<file path="config.mk">
export PLATFORM = sky130hd
export DESIGN_NAME = frame_prefetch
export DESIGN_NICKNAME = d
export VERILOG_FILES = /design/src/rtl/frame_prefetch.sv
export SDC_FILE = /design/constraint.sdc
export NUM_CORES = 1
export LEC_CHECK = 0
export CORE_MARGIN = 1
export CORE_UTILIZATION = 51
export DETAILED_ROUTE_END_ITERATION = 10
export PLACE_DENSITY = 0.81
export REMOVE_ABC_BUFFERS = 1
export SLEW_MARGIN = 25
export SYNTH_ARGS = -nofsm -noshare
export SYNTH_HDL_FRONTEND = slang
export SYNTH_SLANG_ARGS = --single-unit
</file>
<file path="constraint.sdc">
create_clock -name clk -period 5.2 [get_ports clk]
set_clock_uncertainty 0.05 [all_clocks]
set_input_delay 1.04 -clock clk [delete_from_list [all_inputs] [get_ports clk]]
set_output_delay 1.04 -clock clk [all_outputs]
set_load 0.1 [all_outputs]
</file>
<file path="src/rtl/frame_prefetch.sv">
// frame_prefetch: fetches one frame of pixel words over a pipelined read master and pushes them into the pixel FIFO; optional sticky protocol error output when FRAME_PREFETCH_ERR_EN is defined
module frame_prefetch #(
  parameter int ADDR_WIDTH      = 24,
  parameter int DATA_WIDTH      = 16,
  parameter int FRAME_WORDS     = 307200,
  parameter int FREE_WIDTH      = 8,
  parameter int MAX_OUTSTANDING = 8
) (
  input  logic                  clk,
  input  logic                  reset,
  input  logic                  start,
  input  logic [ADDR_WIDTH-1:0] base_addr,
  output logic                  busy,
  output logic                  done,
  output logic [ADDR_WIDTH-1:0] mem_address,
  output logic                  mem_read,
  input  logic                  mem_waitrequest,
  input  logic [DATA_WIDTH-1:0] mem_readdata,
  input  logic                  mem_readdatavalid,
  output logic                  fifo_wren,
  output logic [DATA_WIDTH-1:0] fifo_wrdata,
  input  logic                  fifo_wrdone,
  input  logic [FREE_WIDTH-1:0] fifo_num_free
`ifdef FRAME_PREFETCH_ERR_EN
  ,
  output logic                  error
`endif
);
  localparam int RW = $clog2(FRAME_WORDS + 1);
  localparam int MW = $clog2(MAX_OUTSTANDING + 1);
  localparam int CW = FREE_WIDTH > MW ? FREE_WIDTH : MW;
  typedef enum logic [1:0] {IDLE, RUN, DRAIN} state_t;
  state_t state_q;
  logic busy_q, done_q, mem_read_q, wren_q, acc, present, take;
  logic [ADDR_WIDTH-1:0] addr_q, addr_d;
  logic [DATA_WIDTH-1:0] wrdata_q;
  logic [RW-1:0] remaining_q, remaining_d;
  logic [CW-1:0] reserved_q, reserved_d;
  // request acceptance, reservation gating and next-state counters
  always_comb begin
    acc = mem_read_q && !mem_waitrequest;
    addr_d = acc ? addr_q + ADDR_WIDTH'(1) : addr_q;
    remaining_d = acc ? remaining_q - RW'(1) : remaining_q;
    present = state_q == RUN && (!mem_read_q || acc) && remaining_d != '0 &&
              reserved_q < CW'(MAX_OUTSTANDING) && CW'(fifo_num_free) > reserved_q;
    reserved_d = reserved_q + CW'(present) - CW'(fifo_wrdone && reserved_q != '0);
    take = mem_readdatavalid && state_q != IDLE;
  end
  // frame FSM with registered read-master and FIFO-write outputs
  always_ff @(posedge clk or posedge reset) begin
    if (reset) begin
      state_q <= IDLE;
      busy_q <= 1'b0;
      done_q <= 1'b0;
      mem_read_q <= 1'b0;
      wren_q <= 1'b0;
      addr_q <= '0;
      wrdata_q <= '0;
      remaining_q <= '0;
      reserved_q <= '0;
    end else begin
      done_q <= 1'b0;
      wren_q <= take;
      if (take) wrdata_q <= mem_readdata;
      case (state_q)
        IDLE: if (start) begin
          addr_q <= base_addr;
          remaining_q <= RW'(FRAME_WORDS);
          reserved_q <= '0;
          busy_q <= 1'b1;
          state_q <= RUN;
        end
        RUN: begin
          addr_q <= addr_d;
          remaining_q <= remaining_d;
          reserved_q <= reserved_d;
          mem_read_q <= present || (mem_read_q && !acc);
          if (acc && remaining_d == '0) state_q <= DRAIN;
        end
        DRAIN: begin
          reserved_q <= reserved_d;
          if (reserved_d == '0) begin
            done_q <= 1'b1;
            busy_q <= 1'b0;
            state_q <= IDLE;
          end
        end
        default: state_q <= IDLE;
      endcase
    end
  end
  assign busy = busy_q;
  assign done = done_q;
  assign mem_read = mem_read_q;
  assign mem_address = addr_q;
  assign fifo_wren = wren_q;
  assign fifo_wrdata = wrdata_q;
`ifdef FRAME_PREFETCH_ERR_EN
  logic err_q, chk_q;
  // sticky error: missing write acknowledge or data returned with nothing reserved
  always_ff @(posedge clk or posedge reset) begin
    if (reset) begin
      err_q <= 1'b0;
      chk_q <= 1'b0;
    end else begin
      chk_q <= wren_q;
      if (state_q == IDLE && start) err_q <= 1'b0;
      else if ((chk_q && !fifo_wrdone) || (mem_readdatavalid && reserved_q == '0)) err_q <= 1'b1;
    end
  end
  assign error = err_q;
`endif
endmodule

</file>
==> reports/metrics.csv <==
stage,metric,value,unit
setup_path,path_cells,clkdlybuf4s50_1 > or4b_4 > or3_4 > o21ai_2 > o211a_1 > nand3_1 > o311a_1 > ha_1 > fa_1 > a211o_1 > a31oi_1 > o21bai_1 > xnor2_1 > a41oi_1 > a211oi_2 > mux2_1,
routing,drtIter0Drc,237,
clock_network,clk_pin_slew,0.08,ns
clock_network,insertion_delay,0.35,ns
synth,syn_area,4442,um2
setup_path,critPathMaxFanout,3,
hold_path,hp-class,register to register,
routing,top_layer,met4,
die,io_pins,98,
global_route,grt_antenna_before_repair,0,
clock_network,root_buffer,clkbuf_8,
routing,wl_met1,4771,um
global_route,grt_pass1_vias,3986,
job,maxCapViolCount,0,
hold_path,holdCritStartpoint,remaining_q[18],
synth,syn_inst,476,
synth,synth_edf_count,0,
synth,ys_types,61,
clock_network,ctsResizeCount,0,
setup_path,arrival,5.13,ns
die,coreArea,8341,um2
timing,maxSlewHeadroom,32.79,%
setup_path,worstReg2RegEnd,state_q[0],
die,initial_core_util,53.26,%
synth,synthArstFlopShare,100.0,%
timing,hold_slack,0.4416,ns
clock_network,htree_num_levels,3,
placement,place_congestion,0.9025,
clock_network,cts_hold_buf,0,
synth,yosys_warnings,0,
status,outcome,"complete, no violations",
die,rows,33,
routing,drt.antenna.violating_nets,0,
setup_path,critical_path.startpoint_type,input port,
routing,drc,0,
setup_path,path_buf_inv,1,
finish,final_design_area_no_fill,5841,um2
routing,viasPerCell,5.860,
timing,fin_ws,0.2449,ns
timing,worstMarginPinSlew,1.005,ns
global_route,grt_pass1_wl,18400,um
setup_path,reg2reg_depth,17,
finish,n_antenna_cell,0,
timing,fmax,201.8,MHz
die,dieArea,9087,um2
timing,period_share,95.29,%
timing,fin_tns_setup,0,ns
finish,final_common_cell,clkdlybuf4s50_1,
placement,placed_area,5627,um2
global_route,grt_usage,25.96,%
setup_path,slowest_delay,0.50,ns
global_route,grt_max_degree,53,
routing,num_vias,4067,
die,die_h,95.33,um
clock_network,post_cts_buffers,0,
setup_path,slowest_stage,or4b_4,
clock_network,cts_buffer_depth,2,
timing,period_minus_slack,4.955,ns
placement,dp_hpwl,8083,um
setup_path,path_class,input port to register,
setup_path,endpoint_kind,register,
timing,slew_violations,0,
global_route,grt-ovfl-total,0,
timing,finalHoldViolCount,0,
die,die_w,95.33,um
routing,drt_wl_total,11300,um
clock_network,cts_tree,yes,
finish,layout.nets,664,
setup_path,rrSetupSlack,0.82,ns
hold_path,min_path_cells,1,
finish,syn_to_final_growth,31.49,%
routing,drt_pass1_iterations,8,
placement,pre_cts_ws,-0.1066,ns
synth,synth_flop_cell,dfrtp_1,
synth,ys_seq_area_share,41.13,%
routing,wl_met3,492,um
hold_path,whs_endpoint,remaining_q[18],
clock_network,cts_sinks,73,
synth,syn_avg_cell_area,9.331,um2
synth,synth_seq_cells,73,
setup_path,r2r_start,reserved_q[1],
setup_path,crit_required,5.38,ns
finish,layout_common_cells,"clkdlybuf4s50_1, dfrtp_1, a21oi_1, nand2_1, o21ai_0",
placement,portBuffers,97,
finish,drive_above_1_share,12.22,%
routing,wl_per_cell,16.28,um
routing,wl_met2,5841,um
timing,setup_viol,0,
clock_network,numCtsBuffers,9,
setup_path,path_delay_family,compound AO/OA/AOI/OAI gates,
finish,fill_cells,657,
==> flip-flops by register name, indices dropped and copies added (netlist names) <==
name	flops
busy	1
done	1
fifo_wrdata	16
fifo_wren	1
mem_address	24
mem_read	1
remaining_q	19
reserved_q	8
state_q	2
==> worst register-to-register path, delay by kind of cell (launching register included) <==
| kind | cells | cell delay [ns] |
|---|---|---|
| mux | 1 | 0.35 |
| simple gates | 1 | 0.14 |
| buf+inv | 1 | 0.13 |
| fa+ha+maj | 3 | 0.93 |
| flops | 1 | 0.44 |
| xor+xnor | 1 | 0.23 |
| compound gates | 10 | 1.98 |
==> logic make-up after synthesis <==
kind of cell | share of synthesized area [%]
multiplexers | 6.113
flip-flops | 41.13
XOR/XNOR | 2.366
buffers and inverters | 3.605
AO/OA/AOI/OAI | 21.41
adder cells (fa/ha/maj) | 7.493
AND/OR/NAND/NOR | 17.89
==> final cells by class <==
type / count / area, um2 / area share, %
well taps: 105 / 131.4 / 2.249
multi-input cells: 361 / 2477 / 42.42
clock buffers: 9 / 123.9 / 2.121
clock inverters: 7 / 78.83 / 1.350
repair buffers: 116 / 1114 / 19.07
inverters: 23 / 88.84 / 1.521
flip-flops and latches: 73 / 1827 / 31.28
==> routing by layer <==
layer  GRT usage [%]  vias up
met1           32.90     1962
met3           3.668       17
met2           44.94      111
met5               0        -
met4           9.470        0
li1                -     1977
==> cell usage after synthesis (all sizes together) (6+ instances only) <==
| library cell | count | area, um2 |
|---|---|---|
| o31ai | 7 | 52.55 |
| mux2 | 17 | 191.4 |
| and3 | 13 | 81.33 |
| nand4 | 6 | 37.54 |
| o21ai | 34 | 173.9 |
| inv | 23 | 86.33 |
| a21oi | 44 | 220.2 |
| nand2b | 7 | 43.79 |
| clkbuf | 16 | 61.30 |
| dfrtp | 73 | 1827 |
| mux2i | 8 | 80.08 |
| nor2 | 28 | 105.1 |
| o22ai | 23 | 143.9 |
| ha | 25 | 312.8 |
| nand3 | 23 | 120.1 |
| nand2 | 31 | 116.4 |
| nor3 | 10 | 50.05 |
| xor2 | 7 | 61.31 |
==> stage by stage <==
stage / std cells / util, %
3_5_place_dp: 678 / 67.46
6_report: 694 / 70.03
4_1_cts: 694 / 69.89
3_3_place_gp: 678 / 67.43
2_1_floorplan: 457 / -
5_1_grt: 694 / 70.03
==> how the worst max path moves through the flow <==
stage / start / end / slack [ns] / cells past startpoint
floorplan: mem_read / state_q[0] / 0.55 / 14
global placement: mem_waitrequest / state_q[0] / -0.007 / 15
detailed placement: mem_waitrequest / state_q[0] / -0.11 / 15
CTS: mem_waitrequest / state_q[0] / 0.26 / 15
global route: mem_waitrequest / state_q[0] / -0.008 / 17
finish: mem_waitrequest / state_q[0] / 0.24 / 16
Power is not shown: default switching activity piles up to over one toggle a cycle in this logic, so the estimate is an artifact.
